File: config.mk
export PLATFORM = sky130hd
export DESIGN_NAME = util_axis_byte_packer
export DESIGN_NICKNAME = d
export VERILOG_FILES = /design/src/rtl/util_axis_byte_packer.sv
export SDC_FILE = /design/constraint.sdc
export NUM_CORES = 1
export LEC_CHECK = 0
export ABC_CLOCK_PERIOD_IN_PS = 2600
export CORE_MARGIN = 2
export CORE_UTILIZATION = 59
export DETAILED_ROUTE_END_ITERATION = 12
export DONT_BUFFER_PORTS = 1
export GPL_TIMING_DRIVEN = 0
export PLACE_DENSITY = 0.83
export RECOVER_POWER = 50
export SETUP_SLACK_MARGIN = 0.1
export SLEW_MARGIN = 25
export SYNTH_ARGS = -nofsm -noshare
export SYNTH_HDL_FRONTEND = slang
export SYNTH_SLANG_ARGS = --single-unit
File: constraint.sdc
create_clock -name aclk -period 2.6 [get_ports aclk]
set_clock_uncertainty 0.15 [all_clocks]
set_input_delay 0.78 -clock aclk [delete_from_list [all_inputs] [get_ports aclk]]
set_output_delay 0.78 -clock aclk [all_outputs]
set_load 0.02 [all_outputs]
File: src/rtl/util_axis_byte_packer.sv
// AXI-Stream 8-bit to BUS_WIDTH-byte packer, first byte in lane 0, registered output word.
// Optional per-packet tlast generation when UTIL_AXIS_BYTE_PACKER_TLAST_EN is defined.
module util_axis_byte_packer #(
  parameter int BUS_WIDTH    = 4,
  parameter int PACKET_BEATS = 4
) (
  input  logic                   aclk,
  input  logic                   arst,
  input  logic [7:0]             s_axis_tdata,
  input  logic                   s_axis_tvalid,
  output logic                   s_axis_tready,
  output logic [BUS_WIDTH*8-1:0] m_axis_tdata,
  output logic                   m_axis_tvalid,
  input  logic                   m_axis_tready,
  output logic                   m_axis_tlast
);

  localparam int CW = (BUS_WIDTH > 1) ? $clog2(BUS_WIDTH) : 1;
  localparam int AW = (BUS_WIDTH > 1) ? BUS_WIDTH - 1 : 1;
  localparam logic [CW-1:0] CNT_LAST = CW'(BUS_WIDTH - 1);

  logic [CW-1:0]          cnt_q, cnt_d;
  logic [AW-1:0][7:0]     acc_q, acc_d;
  logic [BUS_WIDTH*8-1:0] tdata_q, tdata_d;
  logic                   tvalid_q, tvalid_d;
  logic                   tlast_q, tlast_d;
  logic                   final_byte, in_xfer, pkt_last;

  assign final_byte    = (cnt_q == CNT_LAST);
  // Only the word-completing byte has to wait for room in the output register.
  assign s_axis_tready = ~final_byte | ~tvalid_q | m_axis_tready;
  assign in_xfer       = s_axis_tvalid & s_axis_tready;

`ifdef UTIL_AXIS_BYTE_PACKER_TLAST_EN
  localparam int BW = (PACKET_BEATS > 1) ? $clog2(PACKET_BEATS) : 1;
  logic [BW-1:0] beat_q, beat_d;

  assign pkt_last = (beat_q == BW'(PACKET_BEATS - 1));

  always_comb begin
    beat_d = beat_q;
    if (in_xfer && final_byte) beat_d = pkt_last ? '0 : beat_q + BW'(1);
  end

  always_ff @(posedge aclk) begin
    if (arst) beat_q <= '0;
    else      beat_q <= beat_d;
  end
`else
  assign pkt_last = 1'b0;
`endif

  always_comb begin
    cnt_d    = cnt_q;
    acc_d    = acc_q;
    tdata_d  = tdata_q;
    tlast_d  = tlast_q;
    tvalid_d = tvalid_q & ~m_axis_tready;
    if (in_xfer) begin
      if (final_byte) begin
        for (int k = 0; k < BUS_WIDTH - 1; k++) tdata_d[8*k +: 8] = acc_q[k];
        tdata_d[8*(BUS_WIDTH-1) +: 8] = s_axis_tdata;
        tvalid_d = 1'b1;
        tlast_d  = pkt_last;
        cnt_d    = '0;
      end else begin
        acc_d[cnt_q] = s_axis_tdata;
        cnt_d        = cnt_q + CW'(1);
      end
    end
  end

  always_ff @(posedge aclk) begin
    if (arst) begin
      cnt_q    <= '0;
      acc_q    <= '0;
      tdata_q  <= '0;
      tvalid_q <= 1'b0;
      tlast_q  <= 1'b0;
    end else begin
      cnt_q    <= cnt_d;
      acc_q    <= acc_d;
      tdata_q  <= tdata_d;
      tvalid_q <= tvalid_d;
      tlast_q  <= tlast_d;
    end
  end

  assign m_axis_tdata  = tdata_q;
  assign m_axis_tvalid = tvalid_q;
  assign m_axis_tlast  = tlast_q;

endmodule

Word level (Yosys, flattened, before mapping):

Index checks and enable logic that the tools add are counted.

* add/sub/neg operators: 1
* order comparisons: 2
* equal/unequal tests: 1
* mux-type cells: 6
* bitwise logic cells: 7
* reduce and logical (&&, ||, !) cells: 3

Operator list (number)
* $bwmux 24: 1
* $demux 8 s2: 1
* $mux 8: 1
* $reduce_and 2->1: 2
* $lt 2x3->1 const B: 1
* $not 1->1: 3
* $add 2x1->2 const B: 1
* $and 1x1->1: 2
* $eq 2x2->1 const B: 1
* $ge 2x1->1 const B: 1
* $mux 1: 2
* $mux 2: 1
* $or 1x1->1: 2
* $logic_and 1x1->1: 1

* bits in registers: 59
* input bits: 12
* output and inout port bits: 35
* word-level logic and storage cells: 26

Longest topological paths before layout:

Gate-level depths: netlist of run 1.

* depth in word-level cells: 6
* depth in mapped cells: 6
* depth with buffers taken out: 5

Least setup slack after synthesis of run 1:

Ideal clock, no wire load.

* path type: input to output
* from: input port m_axis_tready
* to: output port s_axis_tready
* data arrival time: 1.322 ns
* required time: 1.670 ns
* slack: 0.348 ns
* cell stages on the path: 3
* buffers on the path: 1
* cell sequence: nor2b_4 > clkbuf_1 > nand2_1

* longest elaborated chain between the ends: 1

RTL lines
* start, declared: RTL line 14 `input logic m_axis_tready,`
* $or 1x1->1: RTL line 31 `assign s_axis_tready = ~final_byte | ~tvalid_q | m_axis_tready;`
* end, declared: RTL line 11 `output logic s_axis_tready,`

No other way between the ends.

Worst setup path after layout of run 1:

* from: register tvalid_q (netlist: m_axis_tvalid)
* to: output port s_axis_tready

* longest elaborated chain between the ends: 3

RTL lines
* start, declared: RTL line 25 `logic tvalid_q, tvalid_d;`
* start signal, assigned: RTL line 84 `tvalid_q <= tvalid_d;`
* $not 1->1: RTL line 31
* $or 1x1->1 (2 in series): RTL line 31

No other way between the ends.

==> results of run 1 <==
==> metal layers <==
metal	track usage [%]	vias up	share of wire, %
met3	12.0	14	8.7
met5	0	-	0
met2	38.1	55	47
met4	8.93	0	2.2
met1	30.6	838	42
li1	-	892	-
==> power by group through the flow <==
stage | logic (mW) | registers (mW) | clock network [mW]
after floorplan | 0.0830 | 0.960 | 0
after global placement | 0.0965 | 0.962 | 0
after detailed placement | 0.0994 | 0.964 | 0
after CTS | 0.101 | 0.944 | 0.834
after global routing | 0.109 | 0.946 | 0.878
final | 0.0985 | 0.944 | 0.818
==> registers in the layout (all words and copies together) (netlist names) <==
register / cells
cnt_q: 2
m_axis_tdata: 32
acc_q: 24
m_axis_tvalid: 1
==> stage by stage <==
step                      total power, mW  setup WS (ns)  instance area (um2)  cells
after floorplan                      1.04          0.348                 2390    251
after global placement               1.06          0.187                 2450    301
after detailed placement             1.06          0.177                 2450    301
after CTS                            1.88          0.152                 2640    316
after global routing                 1.93          0.164                 2650    318
final                                1.86          0.253                 2650    318
==> kinds of logic after synthesis <==
logic type / synth area share (%)
multiplexers: 10.1
adder cells (fa/ha/maj): 2.10
AO/OA/AOI/OAI: 16.1
AND/OR/NAND/NOR: 14.9
other: 0.157
buffers and inverters: 7.13
flip-flops: 49.5
==> cell usage after synthesis <==
library cell	instances
a211oi_1	1
a21boi_0	1
a21oi_1	28
a21oi_2	6
and2_1	1
buf_12	1
buf_2	3
buf_4	5
buf_6	3
clkbuf_1	13
conb_1	1
dfxtp_1	59
ha_1	4
inv_1	4
mux2i_1	24
nand2_1	2
nand2b_1	1
nand3_1	22
nand3_2	10
nand3b_1	3
nor2_1	24
nor2b_4	1
o2111ai_1	1
o21ai_0	32
o31ai_1	1
==> critical path: cells and delay by family, from the launching register on <==
| family | cells | cell delay (ns) |
|---|---|---|
| simple gates | 2 | 0.41 |
| flops | 1 | 0.47 |
| buf+inv | 1 | 0.21 |
==> final cells by class <==
class	count	share of cell area, %
Inverter	4	0.567
Sequential cell	59	44.6
Buffer	25	5.48
Timing Repair Buffer	2	0.567
Clock buffer	13	6.00
Tap cell	50	2.36
Clock inverter	2	1.32
Multi-Input combinational cell	163	39.1
==> repair_timing <==
item / CTS / global route
resized for setup: 1 / 0
setup buffers: 0 / 2
hold endpoints to repair: 0 / 0
setup endpoints to repair: 1 / 1
gates cloned: 0 / 0
==> how the worst max path moves through the flow <==
stage	slack, ns	end	cells past startpoint	start
floorplan	0.35	s_axis_tready	3	m_axis_tready
global placement	0.19	s_axis_tready	3	m_axis_tready
detailed placement	0.18	s_axis_tready	3	m_axis_tready
CTS	0.15	s_axis_tready	3	m_axis_tvalid
global route	0.16	s_axis_tready	3	m_axis_tvalid
finish	0.25	s_axis_tready	3	m_axis_tvalid
==> flow_summary_export.csv, run 1 <==
group,metric,value,unit
clocking,clkTransAtPathRegs,0.06,ns
logic_synthesis,syn_area,2390,um2
power_and_ir_drop,leakage,1.03,nW
flow_run,maxCapViolCount,0,
power_and_ir_drop,p_sw,0.406,mW
clocking,cts_max_level,3,
drt,post_drt_via_cell_ratio,5.66,
clocking,postCtsHoldBufs,0,
power_and_ir_drop,intPower,1.46,mW
floorplanning,die_area,4570,um2
timing,drv_slew,0,
layout,n_fill_cell,308,
clocking,cts_tree,"done",
floorplanning,die_h,67.6,um
power_and_ir_drop,swShare,21.8,%
logic_synthesis,yosysSeqAreaShare,49.5,%
drt,initialDrtViolationCount,76,
setup_path,reg2reg_to,"acc_q[22]",
logic_synthesis,syn_inst,251,
setup_path,reg2reg_from,"cnt_q[0]",
clocking,root_buffer,"clkbuf_8",
grt,grt_max_degree,11,
clocking,clockBufferDepth,2,
setup_path,crit_chain,"nor2b_4 > clkbuf_2 > nand2_1",
setup_path,crit_required,1.67,ns
timing,worst_slew_margin_rel,56.6,%
logic_synthesis,synth_top_area_share,49.5,%
logic_synthesis,syn_nets,267,
grt,grt_overflow,0,
timing,fmax,426,MHz
timing,period_needed,2.35,ns
timing,tightest_slew,0.651,ns
timing,hold_viol,0,
setup_path,regToRegSetupSlack,0.64,ns
layout,register_area,1180,um2
setup_path,cp_slowest_cell,"dfxtp_1",
floorplanning,io_pins,47,
min_path,hp-class,"reg2reg",
min_path,min_from,"acc_q[5]",
layout,area_growth,11.0,%
power_and_ir_drop,vdd_drop_max,0.365,mV
floorplanning,die_w,67.6,um
drt,firstDrtPassIters,4,
timing,setup_tns,0,ns
timing,setup_viol,0,
min_path,worstHoldEndpoint,"m_axis_tdata[5]",
grt,track_usage,25.0,%
clocking,clock_sink_count,59,
grt,grt_pass1_wl,8130,um
setup_path,critPathLaunchType,"flop",
power_and_ir_drop,clock_power_share,44.0,%
power_and_ir_drop,p_per_area,703,nW/um2
drt,route.detailed.drc,0,
timing,period_share,90.3,%
min_path,min_path_cells,2,
clocking,worstSkewPairLatency,0.34,ns
setup_path,worstRegToRegCells,5,
place,hpwl,3540,um
grt,antenna_found_initial,0,
timing,whs,0.307,ns
drt,postRouteWirelength,5200,um
setup_path,cp-end-kind,"output pin",
setup_path,worstPathMaxFanout,10,
power_and_ir_drop,p_seq_share,50.7,%
place,io_buffers,0,
floorplanning,rows,23,
setup_path,slowest_delay,0.47,ns
layout,utilization,67.2,%
setup_path,crit_type,"reg2out",
logic_synthesis,synthTopCellsByArea,"dfxtp_1, mux2i_1, o21ai_0",
layout,multi_input_area,1030,um2
grt,grt_pass1_vias,1668,
logic_synthesis,ys_seq_elements,59,
drt,ant_nets,0,
drt,wl_per_cell,16.3,um
drt,vias,1799,
floorplanning,fp.coreArea,3940,um2
place,gp_congestion,0.795,
logic_synthesis,synth_largest_area_cell,"dfxtp_1",
logic_synthesis,synth_cell_type_count,25,
layout,layout_common_cells,"dfxtp_1, o21ai_0, a21oi_1, mux2i_1, nor2_1",
layout,layout_commonest_cell,"dfxtp_1",
layout,num_antenna_cells,0,
floorplanning,initial_core_util,60.5,%
logic_synthesis,synth.avg_cell_area,9.51,um2
run_status,status,"completed",
setup_path,arrival,1.42,ns
clocking,numCtsBuffers,9,
layout,drive_gt1_share,15.7,%
power_and_ir_drop,comb_power_share,5.3,%
logic_synthesis,yosysWarnings,0,
layout,fin_nets,280,
timing,grt_setup_unrepaired,"no",
(Power assumes the default switching activity.)
==> run 2, diff against run 1 <==
--- a/config.mk
+++ b/config.mk
@@ -6,8 +6,10 @@
 export NUM_CORES = 1
 export LEC_CHECK = 0
 export ABC_CLOCK_PERIOD_IN_PS = 2600
+export CORE_ASPECT_RATIO = 1.2
 export CORE_MARGIN = 2
 export CORE_UTILIZATION = 59
+export CTS_BUF_LIST = sky130_fd_sc_hd__clkbuf_8
 export DETAILED_ROUTE_END_ITERATION = 12
 export DONT_BUFFER_PORTS = 1
 export GPL_TIMING_DRIVEN = 0
==> run 2 against run 1 <==
Final cell count grew 0.94%. Global-route usage rose by 0.90 points. Setup slack gained 0.045 ns. Flip-flop and latch count unchanged. Count of clock-buffer cells in the layout fell by 2. Clock power increased by 14%. Hold slack improved by 0.0022 ns. Routed wire length is 0.90% lower. First-iteration DRC count grew 13%. Total power rose by 6.3%. Critical path type unchanged. Highest routed layer unchanged.
==> flow_summary_export.csv, run 2 (synthesis gave the netlist of run 1 again) <==
group,metric,value,unit
layout,fin_nets,278,
place,hpwl,3500,um
layout,n_fill_cell,302,
layout,drive_gt1_share,16.1,%
timing,period_needed,2.30,ns
grt,antenna_found_initial,0,
drt,vias,1837,
drt,top_layer,"met4",
drt,initialDrtViolationCount,86,
clocking,postCtsSetupRepairBufs,0,
drt,wl_met3,359,um
clocking,postCtsHoldBufs,0,
clocking,clock_sink_count,59,
floorplanning,die_h,73.7,um
grt,grt_max_degree,11,
power_and_ir_drop,total_power,1.98,mW
floorplanning,die_area,4570,um2
timing,worst_slew_margin_rel,59.0,%
timing,setup_tns,0,ns
grt,grt_pass1_wl,8540,um
timing,fmax,434,MHz
setup_path,arrival,1.37,ns
timing,grt_setup_unrepaired,"no",
layout,register_area,1180,um2
layout,num_antenna_cells,0,
drt,met2_length,2520,um
timing,setup_viol,0,
drt,ant_nets,0,
layout,multi_input_area,1030,um2
floorplanning,fp.coreArea,3910,um2
setup_path,crit_type,"reg2out",
floorplanning,initial_core_util,61.0,%
timing,drv_slew,0,
timing,period_share,88.5,%
grt,track_usage,25.9,%
layout,layout_commonest_cell,"dfxtp_1",
clocking,clkTransAtPathRegs,0.07,ns
power_and_ir_drop,vdd_drop_max,0.498,mV
layout,layout_common_cells,"dfxtp_1, o21ai_0, a21oi_1, mux2i_1, nor2_1",
place,io_buffers,0,
floorplanning,rows,25,
timing,tightest_slew,0.615,ns
power_and_ir_drop,p_per_area,740,nW/um2
grt,grt_overflow,0,
clocking,cts_tree,"done",
power_and_ir_drop,leakage,1.04,nW
timing,hold_viol,0,
layout,area_growth,12.0,%
clocking,cts_max_level,3,
setup_path,critPathLaunchType,"flop",
setup_path,cp-end-kind,"output pin",
clocking,root_buffer,"clkbuf_8",
setup_path,crit_required,1.67,ns
layout,largest_reg_flops,32,
min_path,hp-class,"reg2reg",
drt,post_drt_via_cell_ratio,5.72,
place,gp_congestion,0.782,
drt,wl_per_cell,16.0,um
floorplanning,io_pins,47,
drt,firstDrtPassIters,6,
setup_path,worstPathMaxFanout,10,
clocking,numCtsBuffers,9,
drt,m1WireLength,2100,um
run_status,status,"completed",
grt,grt_pass1_vias,1850,
flow_run,maxCapViolCount,0,
clocking,worstSkewPairLatency,0.34,ns
clocking,clockBufferDepth,2,
floorplanning,die_w,62.1,um
drt,postRouteWirelength,5150,um
drt,route.detailed.drc,0,
==> run 2: cell types whose count changed in the layout (fill, tap and decap cells not counted) <==
cell | previous run | this run
clkinvlp_4 | 0 | 1
buf_4 | 4 | 2
dfxtp_2 | 0 | 1
clkbuf_1 | 17 | 15
inv_1 | 4 | 5
dfxtp_1 | 59 | 58
bufinv_16 | 1 | 2
==> run 2: final cells by class <==
cell class                      count  share of cell area (%)
Buffer                             25                    5.43
Tap cell                           54                    2.53
Clock buffer                       11                    5.66
Sequential cell                    59                    44.2
Inverter                            4                   0.562
Multi-Input combinational cell    163                    38.7
Clock inverter                      5                    2.86
==> run 2: final timing paths <==
check	startpoint	depth (start not counted)	to	slack, ns
worst max-delay path	m_axis_tvalid	3	s_axis_tready	0.30
worst max register to register	cnt_q[0]	5	acc_q[13]	0.66
worst min register to register	acc_q[10]	2	m_axis_tdata[10]	0.31
worst min-delay path	acc_q[10]	2	m_axis_tdata[10]	0.31
==> run 2: worst max-delay path, stage by stage (launching register included) <==
cell	delay [ns]
dfxtp_2	0.40
nor2b_4	0.24
clkbuf_2	0.23
nand2_1	0.17
==> run 2: metrics by stage <==
stage / std cells / area (um2) / util, % / hold WS [ns] / setup WS, ns
final: 321 / 2670 / 68.4 / 0.309 / 0.298
after detailed placement: 305 / 2450 / 62.8 / 0.302 / 0.179
after floorplan: 251 / 2390 / - / 0.288 / 0.348
after global routing: 321 / 2670 / 68.4 / 0.332 / 0.172
after global placement: 305 / 2450 / 62.8 / 0.297 / 0.188
after CTS: 321 / 2680 / 68.6 / 0.306 / 0.179
==> run 2: metal layers <==
layer | vias up | GRT usage, %
met5 | - | 0
met4 | 0 | 15.1
met3 | 16 | 7.92
met2 | 57 | 39.8
met1 | 876 | 31.1
li1 | 888 | -
==> run 2: power by group <==
part / internal, mW / switching, mW
Clock: 0.586 / 0.349
Combinational: 0.0402 / 0.0581
Sequential: 0.926 / 0.0173
Total: 1.55 / 0.425
==> run 2: timing repair <==
action                     CTS  global route
setup endpoints to repair    1             1
gates cloned                 0             0
gates resized for setup      1             1
